--- src/rtl/filt_seq_ctrl.sv ---
// Filter-chain sequencer: turns ADC sample strobes into staggered HPF/LPF
// enables, flushes and re-settles the filters on start or input clipping,
// and decimates the LPF output into a validated sample stream.
module filt_seq_ctrl #(
  parameter int Width    = 10,
  parameter int SETTLE   = 32,
  parameter int DECIM    = 4,
  parameter int CLIP_RUN = 8
) (
  input  logic                    clk,
  input  logic                    rst,
  input  logic                    start,
  input  logic                    stop,
  input  logic                    smp_strobe,
  input  logic signed [Width-1:0] x_in,
  input  logic signed [Width-1:0] y_lpf,
  output logic                    hpf_en,
  output logic                    lpf_en,
  output logic                    stage_rst,
  output logic signed [Width-1:0] y_out,
  output logic                    y_valid,
  output logic                    settled,
  output logic                    busy,
  output logic                    clip_err,
  output logic                    overrun
);

  typedef enum logic [1:0] {S_IDLE, S_FLUSH, S_SETTLE, S_RUN} state_t;

  localparam int STAGES = 3;
  localparam logic signed [Width-1:0] XMAX = {1'b0, {(Width-1){1'b1}}};
  localparam logic signed [Width-1:0] XMIN = {1'b1, {(Width-1){1'b0}}};

  state_t              state_q, state_d;
  // [0] accepted, [1] hpf_en, [2] lpf_en, [3] y_valid
  logic [STAGES:0]     vld_pipe;
  // marks the in-flight sample that closes a decimation window
  logic [STAGES-1:0]   emit_pipe;
  logic                flush_cnt;
  logic [7:0]          settle_cnt, clip_cnt, clip_inc, clip_nx;
  logic [3:0]          dec_cnt;
  logic                active, strobe_ok, pipe_busy, accept_raw, accept, drop;
  logic                is_fs, clip_hit, settle_go, flush_entry, kill, emit, dec_wrap;

  // Next-state and per-cycle control decode
  always_comb begin
    state_d     = state_q;
    active      = (state_q == S_SETTLE) || (state_q == S_RUN);
    strobe_ok   = smp_strobe && active && !start && !stop;
    // one sample in flight: busy until its lpf_en cycle begins
    pipe_busy   = vld_pipe[0] || vld_pipe[1];
    accept_raw  = strobe_ok && !pipe_busy;
    drop        = strobe_ok && pipe_busy;
    is_fs       = (x_in == XMAX) || (x_in == XMIN);
    clip_inc    = (clip_cnt == 8'hFF) ? 8'hFF : clip_cnt + 8'd1;
    clip_nx     = is_fs ? clip_inc : 8'd0;
    clip_hit    = accept_raw && is_fs && (clip_inc >= 8'(CLIP_RUN));
    accept      = accept_raw && !clip_hit;
    dec_wrap    = (dec_cnt == 4'(DECIM - 1));
    emit        = (state_q == S_RUN) && dec_wrap;
    settle_go   = (state_q == S_SETTLE) && vld_pipe[2] && (settle_cnt >= 8'(SETTLE));
    flush_entry = start || clip_hit;
    kill        = start || stop || clip_hit;
    if (start) begin
      state_d = S_FLUSH;
    end else begin
      case (state_q)
        S_IDLE:  state_d = S_IDLE;
        S_FLUSH: if (flush_cnt) state_d = S_SETTLE;
        default: begin
          if (stop)           state_d = S_IDLE;
          else if (clip_hit)  state_d = S_FLUSH;
          else if (settle_go) state_d = S_RUN;
        end
      endcase
    end
  end

  // State register
  always_ff @(posedge clk) begin
    if (rst) state_q <= S_IDLE;
    else     state_q <= state_d;
  end

  // Counters, enable pipeline, output sample and sticky flags
  always_ff @(posedge clk) begin
    if (rst) begin
      flush_cnt  <= 1'b0;
      settle_cnt <= '0;
      dec_cnt    <= '0;
      clip_cnt   <= '0;
      vld_pipe   <= '0;
      emit_pipe  <= '0;
      y_out      <= '0;
      clip_err   <= 1'b0;
      overrun    <= 1'b0;
    end else begin
      flush_cnt <= (state_d == S_FLUSH) && !flush_entry;
      if (flush_entry) begin
        settle_cnt <= '0;
        dec_cnt    <= '0;
        clip_cnt   <= '0;
      end else if (accept_raw) begin
        clip_cnt <= clip_nx;
        if (state_q == S_SETTLE && settle_cnt != 8'hFF) settle_cnt <= settle_cnt + 8'd1;
        if (state_q == S_RUN) dec_cnt <= dec_wrap ? 4'd0 : dec_cnt + 4'd1;
      end
      vld_pipe[0] <= accept;
      vld_pipe[1] <= vld_pipe[0] && !kill;
      vld_pipe[2] <= vld_pipe[1] && !kill;
      vld_pipe[3] <= vld_pipe[2] && emit_pipe[2] && !kill;
      emit_pipe   <= {emit_pipe[1:0], accept && emit};
      if (vld_pipe[2] && emit_pipe[2] && !kill) y_out <= y_lpf;
      if (start)         clip_err <= 1'b0;
      else if (clip_hit) clip_err <= 1'b1;
      if (start)         overrun <= 1'b0;
      else if (drop)     overrun <= 1'b1;
    end
  end

  assign hpf_en    = vld_pipe[1];
  assign lpf_en    = vld_pipe[2];
  assign y_valid   = vld_pipe[3];
  assign stage_rst = (state_q == S_FLUSH);
  assign settled   = (state_q == S_RUN);
  assign busy      = (state_q != S_IDLE);

endmodule

--- config.mk ---
export PLATFORM = sky130hd
export DESIGN_NAME = filt_seq_ctrl
export DESIGN_NICKNAME = d
export VERILOG_FILES = /design/src/rtl/filt_seq_ctrl.sv
export SDC_FILE = /design/constraint.sdc
export NUM_CORES = 1
export LEC_CHECK = 0
export BUFFER_PORTS_ARGS = -buffer_cell sky130_fd_sc_hd__buf_4
export CELL_PAD_IN_SITES_DETAIL_PLACEMENT = 0
export CELL_PAD_IN_SITES_GLOBAL_PLACEMENT = 1
export CORE_ASPECT_RATIO = 1.25
export CORE_MARGIN = 5
export CORE_UTILIZATION = 40
export CTS_CLUSTER_SIZE = 28
export DETAILED_ROUTE_END_ITERATION = 7
export MAX_ROUTING_LAYER = met4
export PLACE_DENSITY = 0.76
export SLEW_MARGIN = 20
export SYNTH_ARGS = -nofsm -noshare
export SYNTH_HDL_FRONTEND = slang
export SYNTH_SLANG_ARGS = --single-unit
--- constraint.sdc ---
create_clock -name clk -period 1.85 [get_ports clk]
set_input_delay 0.185 -clock clk [delete_from_list [all_inputs] [get_ports clk]]
set_output_delay 0.185 -clock clk [all_outputs]
set_load 0.05 [all_outputs]
# After elaboration in Yosys (flattened, before gate mapping)
# Index checks and enable logic that the tools add are counted.
dict set report totals {
  reg_bits 42
  word_cells 69
  input_bits 25
  output_inout_bits 18
}
dict set report classes {
  eq_ne 9
  n_mux 9
  reduce_logical 36
  magnitude_cmp 2
  add_sub_neg 3
}
# operator count
set op_table {}
lappend op_table {{== test 10 bit (second input constant)} 2}
lappend op_table {{logical AND 1 bit} 18}
lappend op_table {{adder 8 x 1 -> 8 bit (second input constant)} 2}
lappend op_table {{two-way mux 8 bit} 2}
lappend op_table {{two-way mux 2 bit} 5}
lappend op_table {{== test 8 bit (second input constant)} 1}
lappend op_table {{>= comparator 8 x 4 -> 1 bit (second input constant)} 1}
lappend op_table {{>= comparator 8 x 6 -> 1 bit (second input constant)} 1}
lappend op_table {{inequality test 8 bit (second input constant)} 1}
lappend op_table {{zero test 1 bit} 6}
lappend op_table {{logical OR 1 bit} 6}
lappend op_table {{adder 4 x 1 -> 4 bit (second input constant)} 1}
lappend op_table {{== test 2 x 1 -> 1 bit (second input constant)} 2}
lappend op_table {{== test 2 bit (second input constant)} 2}
lappend op_table {{== test 4 x 2 -> 1 bit (second input constant)} 1}
lappend op_table {{two-way mux 4 bit} 1}
lappend op_table {{one-hot mux 2 bit (2 select lines)} 1}
lappend op_table {{AND reduction 2 bit} 2}
lappend op_table {{OR reduction 2 bit} 2}
lappend op_table {{zero test 2 bit} 1}
lappend op_table {{nonzero test 2 bit} 1}

# Depth between registers and ports, before layout
dict set report logic_depth {
  ltp_word 14
  mapped_depth 6
  ltp_nobuf 6
}

# Worst setup path after synthesis
# No wires, ideal clock.
dict set report synth_path {
  path_kind {register -> register}
  start {reg vld_pipe[1]}
  end {reg settle_cnt[3]}
  period_less_slack_ns 1.778
  setup_time_ns 0.066
  t_required_ns 1.784
  stages_incl_launch_ff 6
  path_buffers 0
  arrival_ns 1.712
  slack_ns 0.072
  path_cell_list {dfxtp_1 > nor2_1 > nand2_1 > a211o_4 > or3_1 > a21oi_2}
}
dict set report synth_via {
  elab_chain_cells 7
  elab_cells_between_ends 8
  classes_between {reduce/logical (8)}
}
# item line
set synth_lines {}
lappend synth_lines {{start: declaration} 36} ;# logic [STAGES:0] vld_pipe;
lappend synth_lines {{start signal: assignment} 109} ;# vld_pipe[1] <= vld_pipe[0] && !kill;
lappend synth_lines {{logical OR 1 bit *} 51} ;# pipe_busy = vld_pipe[0] || vld_pipe[1];
lappend synth_lines {{zero test 1 bit *} 52} ;# accept_raw = strobe_ok && !pipe_busy;
lappend synth_lines {{logical AND 1 bit *} 52}
lappend synth_lines {{logical AND 1 bit (2 in a row)} 57} ;# clip_hit = accept_raw && is_fs && (clip_inc >= 8'(CLIP_RUN));
lappend synth_lines {{logical OR 1 bit} 62} ;# flush_entry = start || clip_hit;
lappend synth_lines {{OR reduction 2 bit (no source line)} --}
lappend synth_lines {{end signal: assignment} 105} ;# if (state_q == S_SETTLE && settle_cnt != 8'hFF) settle_cnt <= settle_cnt + 8'd1;
lappend synth_lines {{end: declaration} 40} ;# logic [7:0] settle_cnt, clip_cnt, clip_inc, clip_nx;
# Mark *: on every way between the ends. The rest lies on a longest branch, timed or not.
# A chain may end at the register's enable or synchronous reset.

# Final worst setup path
dict set report layout_path {
  start {reg settle_cnt[5]}
  end {reg settle_cnt[3]}
}
dict set report layout_via {
  elab_chain_cells 3
}
# item line
set layout_lines {}
lappend layout_lines {{inequality test 8 bit} 105}
lappend layout_lines {{logical AND 1 bit} 105}
lappend layout_lines {{AND reduction 2 bit (no source line)} --}
# Every way passes these cells.

==> results.json <==
{
  "outcome": "complete, no violations",
  "required_ps": 2090,
  "cp_slowest_stage_delay_ps": 380,
  "critPathLaunchType": "register",
  "antenna_found_initial": 0,
  "end_kind": "register",
  "drive_gt1_share_pct": 26.07,
  "place_ws_ps": 88.29,
  "cts.repair.resized": 0,
  "start_util_pct": 41.62,
  "synthAdderAreaFrac_pct": 2.524,
  "worst_slack_ps": 71.80,
  "path_clk_slew_ps": 80,
  "r2r_cells": 5,
  "grt_pass1_wl_microns": 7534,
  "hold_end": "state_q[0]",
  "setup_tns_ps": 0,
  "finalWeightedCongestion": 0.8055,
  "port_buffers": 42,
  "crit_family": "simple AND/OR/NAND/NOR gates",
  "rows": 28,
  "cp.arrival_ps": 2010,
  "htree_levels": 2,
  "seq_area_sq_um": 840.8,
  "ant_nets": 0,
  "hold_buffers": 0,
  "finalMaxSlewViolations": 0,
  "pin_count": 43,
  "cts_setup_buffers": 0,
  "hold_path_depth": 2,
  "via_per_inst": 5.124,
  "finalNetCount": 309,
  "routedWlPerCell_microns": 13.14,
  "routed_wl_microns": 4469,
  "setup_viol": 0,
  "worstSkewPairLatency_ps": 290,
  "dp.cells": 333,
  "vdd_drop_max_mv": 0.4531,
  "drv_cap": 0,
  "critPathMaxFanout": 6,
  "period_minus_slack_ps": 1778,
  "grt_usage_pct": 15.34,
  "cts.sinks": 42,
  "synth_seq_cells": 42,
  "dr.pass1.iters": 4,
  "fin_util_pct": 53.91,
  "async_flop_share_pct": 0,
  "cts_tree": "built",
  "synthSimpleGateAreaFrac_pct": 28.83,
  "grt_overflow": 0,
  "diodes": 0,
  "fin_skew_ps": 6.682,
  "fin_cells": 340,
  "dieHeight_microns": 88.73,
  "netlist-cell-type-count": 42,
  "cp_slowest_cell": "a211o_4",
  "design.core.area_sq_mm": 0.004765,
  "synth_area_sq_mm": 0.001983,
  "critPathKind": "register to register",
  "grt_start_max_net_pins": 29,
  "syn_to_final_growth_pct": 29.53,
  "syn_inst": 224,
  "power_density_mw_per_mm2": 680.9,
  "synth_top_family_by_area": "simple AND/OR/NAND/NOR gates",
  "crit_chain": "and4_1, and3_1, a211o_4, or3_1, a21oi_2",
  "clk_path_buf_depth": 2,
  "syn_area_per_cell_sq_um": 8.853,
  "rsz0062_at_grt": "no",
  "p_leak_nw": 1.003,
  "multi_input_area_sq_mm": 0.001082,
  "hp-start": "start",
  "nFillCells": 477,
  "synth_xor_area_share_pct": 2.650,
  "clock.fmax_ghz": 0.5624,
  "clockRootBuffer": "clkbuf_8",
  "muxShareOfSynthArea_pct": 5.552,
  "r2r_start": "settle_cnt[5]",
  "synth-edff-count": 0,
  "grt_pass1_vias": 1649,
  "die_area_sq_mm": 0.006475,
  "fp.dieW_microns": 72.98,
  "r2r_slack_ps": 70,
  "critPathBufInv": 0,
  "num_vias": 1742,
  "yosysSeqAreaShare_pct": 42.40,
  "synth-compound-area-share_pct": 14.57,
  "reg2reg_to": "settle_cnt[3]",
  "worst_slew_pin_slew_ps": 453.8,
  "total_power_w": 0.001749,
  "finalHoldViolations": 0,
  "synth_flop_cell": "dfxtp_1",
  "period_share_pct": 96.12,
  "syn_nets": 253,
  "final_cell_mix": "58 x buf_4, 42 x dfxtp_1, 22 x nand2b_1",
  "yosys_warnings": 0,
  "first_iter_violations": 151,
  "drc": 0,
  "hpwl_microns": 3312,
  "layout_commonest_cell": "buf_4",
  "hold_class": "primary input to register",
  "cts_buffers": 5,
  "slew_headroom_pct": 69.67
}
## state kept, by name, indices dropped and copies added, names as in the netlist
name / count
clip_cnt: 8
clip_err: 1
dec_cnt: 4
emit_pipe: 3
flush_cnt: 1
overrun: 1
settle_cnt: 8
state_q: 2
vld_pipe: 4
y_out: 10
## power breakdown
group / total (W) / switching [W] / leakage [nW] / internal, W
Combinational: 0.000103 / 0.0000473 / 0.607 / 0.0000559
Sequential: 0.000910 / 0.00000470 / 0.338 / 0.000905
Clock: 0.000736 / 0.000304 / 0.0573 / 0.000432
## layout make-up
class                      instances  share of cell area (%)
tap                               60                   2.923
multi-input combinational        167                   42.13
clock inverter                     1                   1.169
timing repair buffer              58                   16.95
clock buffer                       6                   3.215
inverter                           6                  0.8768
sequential                        42                   32.73
## worst reg2reg max path: stages (launching register included)
cell	delay (ps)
dfxtp_1	350
and4_1	240
and3_1	260
a211o_4	380
or3_1	370
a21oi_2	130
## kinds of logic (layout without fill, tap and decap cells)
group,after synthesis,count (layout)
AOI/OAI and AO/OA,44,44
xor gates and xnor gates,6,6
adders and majority gates,4,4
buffers and inverters,15,71
DFF,42,42
muxes,11,11
and+or+nand+nor,102,102
## worst max path at each step
stage / start / to / cells after the start
after floorplan: vld_pipe[1] / settle_cnt[3] / 5
after global placement: x_in[5] / settle_cnt[5] / 7
after detailed placement: settle_cnt[5] / settle_cnt[3] / 5
after CTS: settle_cnt[5] / settle_cnt[3] / 5
after global routing: clip_cnt[6] / state_q[0] / 5
final: settle_cnt[5] / settle_cnt[3] / 5
## metrics by stage
step / cell area [sq um] / hold slack, ps
6_report: 2569 / 159.6
4_1_cts: 2560 / 152.7
5_1_grt: 2569 / 164.7
3_5_place_dp: 2447 / 430.2
3_3_place_gp: 2447 / 422.4
2_1_floorplan: 1983 / 330.8
## synthesized netlist by cell type (5+ instances only)
master	instances	area, sq um
dfxtp_1	42	840.8
nand2b_1	22	137.6
nor2_1	17	63.81
a21oi_1	15	75.07
nand2_1	14	52.55
o21ai_0	13	65.06
mux2i_1	11	110.1
nand3_1	8	40.04
and3_1	6	37.54
inv_1	6	22.52
xnor2_1	6	52.55
nor2b_1	5	31.28
nor3_1	5	25.02
nor4_1	5	31.28
## metal layers
layer / share of wire (%) / routed length [microns] / vias up / global-route usage, %
li1: - / - / 893 / -
met1: 45 / 2025 / 811 / 19.17
met2: 49 / 2183 / 31 / 24.08
met3: 3.9 / 176 / 7 / 2.841
met4: 1.9 / 84 / 0 / 6.544
met5: 0 / 0 / - / -
No activity file was read; power rests on OpenSTA's default activity.
